<file path="config.mk">
export PLATFORM = sky130hd
export DESIGN_NAME = ice_uart_tx_arb
export DESIGN_NICKNAME = d
export VERILOG_FILES = /design/src/rtl/ice_uart_tx_arb.sv
export SDC_FILE = /design/constraint.sdc
export NUM_CORES = 1
export LEC_CHECK = 0
export BUFFER_PORTS_ARGS = -buffer_cell sky130_fd_sc_hd__buf_2
export CAP_MARGIN = 0
export CELL_PAD_IN_SITES_DETAIL_PLACEMENT = 0
export CELL_PAD_IN_SITES_GLOBAL_PLACEMENT = 2
export CORE_MARGIN = 4
export CORE_UTILIZATION = 31
export DETAILED_ROUTE_END_ITERATION = 8
export PLACE_DENSITY_LB_ADDON = 0.1
export SLEW_MARGIN = 10
export SYNTH_ARGS = -nofsm -noshare
export SYNTH_HDL_FRONTEND = slang
export SYNTH_SLANG_ARGS = --single-unit
</file>
<file path="constraint.sdc">
create_clock -name clk -period 3.38 [get_ports clk]
set_input_delay 0.507 -clock clk [delete_from_list [all_inputs] [get_ports clk]]
set_output_delay 0.507 -clock clk [all_outputs]
set_load 0.1 [all_outputs]
</file>
<file path="src/rtl/ice_uart_tx_arb.sv">
// ice_uart_tx_arb: shares one host-side UART transmitter between NUM_REQ
// byte-stream sources. Round-robin arbitration at packet granularity: the
// granted source keeps the UART until it presents a byte flagged last.
// Bytes are paced on uart_tx_empty. uart_tx_empty is ignored for
// GUARD_CYCLES cycles after each latch, because the uart takes a few cycles
// to drop it.
// Optional build macro: ICE_TX_ARB_WATCHDOG_EN adds a stall watchdog. If the
// owner withholds its next byte for TIMEOUT_CYCLES cycles, the packet is
// aborted and the sticky timeout_err flag is set. Without the macro,
// timeout_err is tied to 0.
module ice_uart_tx_arb #(
  parameter int NUM_REQ        = 4,
  parameter int GUARD_CYCLES   = 2,
  parameter int TIMEOUT_CYCLES = 65535
) (
  input  logic                 clk,
  input  logic                 reset,
  input  logic [NUM_REQ-1:0]   req_valid,
  input  logic [8*NUM_REQ-1:0] req_data,
  input  logic [NUM_REQ-1:0]   req_last,
  output logic [NUM_REQ-1:0]   req_ready,
  output logic                 uart_tx_latch,
  output logic [7:0]           uart_tx_data,
  input  logic                 uart_tx_empty,
  output logic                 busy,
  output logic [2:0]           grant_id,
  output logic                 timeout_err
);

  // Reject out-of-range configurations at elaboration time.
  generate
    if (NUM_REQ < 2 || NUM_REQ > 8 || GUARD_CYCLES < 1 || GUARD_CYCLES > 15 ||
        TIMEOUT_CYCLES < 1 || TIMEOUT_CYCLES > 65535) begin : g_bad_param
      $error("ice_uart_tx_arb: parameter out of range");
    end
  endgenerate

  typedef enum logic [1:0] {IDLE, LATCH, GUARD, DRAIN} state_t;

  state_t     state_reg, state_next;
  logic [2:0] grant_reg, grant_next;
  logic [2:0] ptr_reg, ptr_next;
  logic       busy_reg, busy_next;
  logic       last_f_reg, last_f_next;
  logic [7:0] data_reg, data_next;
  logic [3:0] gcnt_reg, gcnt_next;

  // Requester signals zero-extended to 8 entries so a 3-bit grant can index them.
  logic [7:0] valid_ext;
  logic [7:0] last_ext;
  logic [7:0] data_arr [8];

  logic       fire;
  logic       wd_abort;
  logic       sel_found;
  logic [2:0] sel_idx;
  logic [2:0] ptr_inc;

  genvar gi;
  generate
    for (gi = 0; gi < 8; gi++) begin : g_ext
      if (gi < NUM_REQ) begin : g_used
        assign valid_ext[gi] = req_valid[gi];
        assign last_ext[gi]  = req_last[gi];
        assign data_arr[gi]  = req_data[8*gi +: 8];
      end else begin : g_unused
        assign valid_ext[gi] = 1'b0;
        assign last_ext[gi]  = 1'b0;
        assign data_arr[gi]  = 8'h00;
      end
    end
    for (gi = 0; gi < NUM_REQ; gi++) begin : g_ready
      assign req_ready[gi] = fire && (grant_reg == 3'(gi));
    end
  endgenerate

  // A byte is consumed in LATCH as soon as the owner presents it.
  assign fire          = (state_reg == LATCH) && valid_ext[grant_reg];
  assign uart_tx_latch = fire;
  assign uart_tx_data  = fire ? data_arr[grant_reg] : data_reg;
  assign busy          = busy_reg;
  assign grant_id      = grant_reg;
  assign ptr_inc       = (grant_reg == 3'(NUM_REQ - 1)) ? 3'd0 : grant_reg + 3'd1;

  // Round-robin pick: first valid requester at or above the pointer, with wrap.
  always_comb begin
    logic [3:0] scan;
    scan      = 4'd0;
    sel_found = 1'b0;
    sel_idx   = ptr_reg;
    for (int k = 0; k < NUM_REQ; k++) begin
      scan = {1'b0, ptr_reg} + 4'(k);
      if (scan >= 4'(NUM_REQ)) scan = scan - 4'(NUM_REQ);
      if (!sel_found && valid_ext[scan[2:0]]) begin
        sel_found = 1'b1;
        sel_idx   = scan[2:0];
      end
    end
  end

`ifdef ICE_TX_ARB_WATCHDOG_EN
  logic [15:0] wd_cnt_reg;
  logic        timeout_reg;

  assign wd_abort    = (state_reg == LATCH) && !valid_ext[grant_reg] &&
                       (wd_cnt_reg == 16'(TIMEOUT_CYCLES - 1));
  assign timeout_err = timeout_reg;

  // Count consecutive stalled LATCH cycles; flag sticks until reset.
  always_ff @(posedge clk) begin
    if (reset) begin
      wd_cnt_reg  <= 16'd0;
      timeout_reg <= 1'b0;
    end else begin
      if (fire || wd_abort)
        wd_cnt_reg <= 16'd0;
      else if (state_reg == LATCH)
        wd_cnt_reg <= wd_cnt_reg + 16'd1;
      if (wd_abort)
        timeout_reg <= 1'b1;
    end
  end
`else
  assign wd_abort    = 1'b0;
  assign timeout_err = 1'b0;
`endif

  // Next-state and datapath updates; defaults hold every register.
  always_comb begin
    state_next  = state_reg;
    grant_next  = grant_reg;
    ptr_next    = ptr_reg;
    busy_next   = busy_reg;
    last_f_next = last_f_reg;
    data_next   = data_reg;
    gcnt_next   = gcnt_reg;
    case (state_reg)
      IDLE: begin
        // Once a grant is taken it is held while the uart is still busy.
        if (busy_reg) begin
          if (uart_tx_empty) state_next = LATCH;
        end else if (sel_found) begin
          grant_next = sel_idx;
          busy_next  = 1'b1;
          if (uart_tx_empty) state_next = LATCH;
        end
      end
      LATCH: begin
        if (fire) begin
          last_f_next = last_ext[grant_reg];
          data_next   = data_arr[grant_reg];
          gcnt_next   = 4'd0;
          state_next  = GUARD;
        end else if (wd_abort) begin
          busy_next  = 1'b0;
          ptr_next   = ptr_inc;
          state_next = IDLE;
        end
      end
      GUARD: begin
        if (gcnt_reg == 4'(GUARD_CYCLES - 1))
          state_next = DRAIN;
        else
          gcnt_next = gcnt_reg + 4'd1;
      end
      DRAIN: begin
        if (uart_tx_empty) begin
          if (last_f_reg) begin
            busy_next  = 1'b0;
            ptr_next   = ptr_inc;
            state_next = IDLE;
          end else begin
            state_next = LATCH;
          end
        end
      end
      default: state_next = IDLE;
    endcase
  end

  // State and datapath registers.
  always_ff @(posedge clk) begin
    if (reset) begin
      state_reg  <= IDLE;
      grant_reg  <= 3'd0;
      ptr_reg    <= 3'd0;
      busy_reg   <= 1'b0;
      last_f_reg <= 1'b0;
      data_reg   <= 8'h00;
      gcnt_reg   <= 4'd0;
    end else begin
      state_reg  <= state_next;
      grant_reg  <= grant_next;
      ptr_reg    <= ptr_next;
      busy_reg   <= busy_next;
      last_f_reg <= last_f_next;
      data_reg   <= data_next;
      gcnt_reg   <= gcnt_next;
    end
  end

endmodule

</file>
Yosys cells after proc, flatten, opt, wreduce, memory -nomap -nowiden
Index checks and enable logic that the tools add are counted.
Storage, ports and cells
  register bits after elaboration: 22
  logic and storage cells: 107
  output and inout bits: 18
  input bits: 43
Cells by class
  mux-type cells: 45
  reduce and logical (&&, ||, !) cells: 21
  equal/unequal tests: 13
  $lt $le $gt $ge: 10
  bitwise gates (word level): 2
  add/subtract/negate cells: 9
Operator list (number)
  $mux W3: 9
  $bmux W8 S3: 1
  $mux W8: 3
  $lt A3 B4 Y1 const B: 5
  $bmux W1 S3: 6
  $mux W1: 15
  $ge A4 B3 Y1 const B: 3
  $mux W2: 6
  $reduce_and A3 Y1: 4
  $sub A3 B3 Y3 const B: 4
  $ne A2 B2 Y1 const B: 5
  $add A3 B2 Y4 const B: 2
  $logic_and A1 B1 Y1: 8
  $mux W4: 2
  $pmux W2 S4: 1
  $pmux W4 S2: 1
  $eq A3 B2 Y1 const B: 2
  $add A3 B1 Y4 const B: 1
  $add A4 B1 Y4 const B: 1
  $eq A2 B2 Y1 const B: 2
  $eq A4 B1 Y1 const B: 1
  $ge A4 B4 Y1 const B: 1
  $not A3 Y4: 1
  $reduce_and A4 Y1: 1
  other kinds (12): 15

Logic depth before layout (Yosys ltp)
  depth in word-level cells: 17
  depth in mapped cells: 10
  mapped depth without buffers: 8

Worst setup path before layout
Ideal clock, no wire load.
  kind: flip-flop to output port
  from: register grant_reg[0], in the netlist grant_id[0]
  to: output port req_ready[3]
  stages on the path, launching flop included: 6
  path slack: -0.261 ns
  required time: 2.873 ns
  path buffers: 1
  data arrival time: 3.134 ns
  cells stage by stage: dfxtp_1 > mux4_2 > and2_1 > nand2_1 > buf_6 > nor2_1
Between the ends
  word-level cells in the longest chain between the ends: 4
  elaborated cells on any way between the ends: 5
RTL lines
  start: declaration: RTL line 41  | logic [2:0] grant_reg, grant_next;
  start signal: assignment: RTL line 193  | grant_reg <= grant_next;
  $bmux W1 S3: RTL line 78  | assign fire = (state_reg == LATCH) && valid_ext[grant_reg];
  $mux W1 (not written as such): RTL line 78
  $logic_and A1 B1 Y1: RTL line 78
  $logic_and A1 B1 Y1 *: RTL line 73  | assign req_ready[gi] = fire && (grant_reg == 3'(gi));
  end: declaration: RTL line 21  | output logic [NUM_REQ-1:0] req_ready,
Mark *: on every way between the ends. The rest lies on a longest branch, timed or not. The select of a mux whose other input is x is not followed.

Worst setup path after layout
  from: register grant_reg[0], in the netlist grant_id[0]
  to: output port uart_tx_data[1]
Between the ends
  word-level cells in the longest chain between the ends: 5
  elaborated cells on any way between the ends: 8
RTL lines
  $not A3 Y4 (not written as such): RTL line 80  | assign uart_tx_data = fire ? data_arr[grant_reg] : data_reg;
  $bmux W8 S3: RTL line 80
  $mux W8 (not written as such) (2 in series): RTL line 80
  $mux W8 *
  end: declaration: RTL line 23  | output logic [7:0] uart_tx_data,
Marked as above.

==> impl_results.md <==
- Wire length per cell: 15.7 µm
- Register area share after synthesis: 0.262
- Post-synth top flop: dfxtp_1
- Gr usage total: 0.141
- Vias per cell: 5.01
- Most frequent cells in the layout: buf_2, nor2_1, dfxtp_1
- Crit path depth: 6
- Largest net degree at the start of global routing: 22
- Die H: 81.6 µm
- Post-Syn Nets: 228
- Chip width: 81.6 µm
- MaxCap Viol Count: 0
- Gate count of the mapped netlist: 172
- Max reg flops: 8
- Logic pwr share: 0.712
- Drt drc: 0
- Synth unique cells: 43
- Period utilisation layout: 0.869
- Bufs and invs on worst path: 2
- Post-synth EDFFs: 0
- Clock network power share: 0.094
- Switching Share: 0.530
- Sum Neg Setup Slack: 0 ps
- DRT iter0 DRCs: 49
- Initial antenna violation count: 0
- Sinks on the clock net: 22
- Worst setup SP type: register
- Post-CTS setup buffers: 0
- RSZ-0062 raised after global routing: false
- Slowest CP cell: mux4_2
- Pre-antenna DRT Iters: 5
- Final WS setup: 441 ps
- Share of layout cells above drive strength 1: 0.391
- Post-route antenna net violation count: 0
- Worst slew pin tran: 629 ps
- Routed wire length: 4700 µm
- Boundary pin count: 61
- Max Slew Vio Count: 0
- Clk_skew: 3.14 ps
- Fin. Hold Viols: 0
- GPL Wtd Cong: 0.839
- Path depth of the worst reg2reg path: 8
- Synth warnings: 0
- First-pass GRT wire length: 7310 µm
- Gr ovfl total: 0
- Placed cell areas: 2140 µm²
- Vias in the first global route: 1,566
- Slew headroom: 0.580
- PwrDens: 813 nW/µm²
- Crit-path cells: mux4_2, and2_1, nand2_1, buf_4, mux2_4, buf_12
- Worst EP arrival: 2430 ps
- Clock Tree Buf Depth: 2
- Most common cell after layout, fill and taps aside: buf_2
- Clk root buf: clkbuf_8
- CTS tree: yes
- Final Total Pwr: 1.77 mW
- Initial Util: 0.324
- Cells after DPL: 297
- CORE AREA: 5170 µm²
- Highest clock rate: 340 MHz
- Worst path max stage delay: 550 ps
- Worst-path clk slew: 80 ps
- FP Rows: 26
- Die area: 6650 µm²
- Htree depth: 1
- CP endpoint kind: primary output
- Layout Cell Area excl Fill: 2180 µm²
- Peak VDD IR: 0.000448 V
- Via Count: 1,503
- Internal: 0.833 mW
- Setup slack after placement: 502 ps
- Nets: 288
- Mapped Area: 1680 µm²
- Tmin final: 2940 ps
- Later-pin clock latency in the skew report: 260 ps
- Outcome: completed
- # diodes: 0
- Yosys reg bits: 22
- Power share of the sequential group: 0.195
- Post-CTS Resized: 0
- Switching pwr: 0.939 mW
- Synthesized area per cell: 9.75 µm²
- TritonCTS Buffers: 3
- Hold slack: 481 ps
- Worst hold path depth: 2
- FFs w/ async S/R, synth: 0
- Area growth, synth to finish: 30.0%
- Leak: 0.956 nW
- Crit path max-delay family: multiplexers
- IO Port Bufs: 59
- Final setup vio count: 0
- Crit-path max FO: 7
- Fin util: 0.422
- Worst min path class: input pin to register
- Setup CP Type: register to primary output
- Post-CTS Hold Fix Bufs: 0
- Post-Layout Cell Count: 300
- Worst endpoint required time: 2870 ps
- HPWL after DPL: 3670 µm
==> worst register-to-register path: stages, from the launching register on <==
cell	delay (ps)
dfxtp_1	340
inv_1	80
ha_1	450
mux2i_1	220
a31oi_1	80
a21oi_1	550
a21oi_1	150
a2bb2oi_1	160
a311oi_1	260
==> metal layers <==
metal	share of wire	vias to the layer above	wire length (µm)	track usage
met5	0	-	0	0
met4	0.0098	0	46	0.0349
met3	0.067	6	317	0.0154
met2	0.49	61	2280	0.262
met1	0.44	698	2060	0.172
li1	-	738	-	-
==> final timing paths <==
| kind | from | to | slack (ps) |
|---|---|---|---|
| max | grant_id[0] | uart_tx_data[1] | 440 |
| min reg2reg | gcnt_reg[3] | gcnt_reg[3] | 530 |
| max reg2reg | ptr_reg[1] | grant_id[1] | 1010 |
| min | uart_tx_empty | busy | 480 |
==> synthesized netlist by cell type (2+ instances only) <==
cell | number | area share
nor2_1 | 23 | 0.051
dfxtp_1 | 22 | 0.26
ha_1 | 13 | 0.097
inv_1 | 13 | 0.029
mux2i_1 | 9 | 0.054
mux4_2 | 9 | 0.12
nor2b_1 | 8 | 0.030
a21oi_1 | 6 | 0.018
mux2_4 | 6 | 0.054
nand2_1 | 6 | 0.013
a31oi_1 | 4 | 0.015
nor3_1 | 4 | 0.012
a311oi_1 | 3 | 0.016
and3_1 | 3 | 0.011
clkbuf_1 | 3 | 0.0067
nand2b_1 | 3 | 0.011
o21ai_0 | 3 | 0.0089
a211oi_1 | 2 | 0.0089
buf_2 | 2 | 0.0060
buf_4 | 2 | 0.0089
mux2_1 | 2 | 0.013
mux4_1 | 2 | 0.031
nand3_1 | 2 | 0.0060
o21ai_2 | 2 | 0.010
xor2_1 | 2 | 0.010
==> kinds of logic after synthesis <==
group	synth area share
simple gates	0.151
compound gates	0.136
mux	0.280
buf+inv	0.0619
flops	0.262
fa+ha+maj	0.0969
xor+xnor	0.0104
other cells	0.00223
==> power groups by stage <==
stage,Sequential (mW),Clock [mW],Combinational (mW)
after CTS,0.345,0.177,1.27
final,0.345,0.166,1.26
after global routing,0.353,0.186,1.34
after detailed placement,0.351,0,1.27
after global placement,0.347,0,1.25
after floorplan,0.454,0,0.862
==> area by class of cell <==
type | count | area [µm²]
fillers | 507 | 2990
flip-flops and latches | 22 | 440
well taps | 70 | 87.6
clock buffers | 3 | 41.3
inverters | 14 | 52.6
multi-input cells | 127 | 1140
repair buffers | 64 | 423
Note: power is estimated with default switching activity, not from simulation.
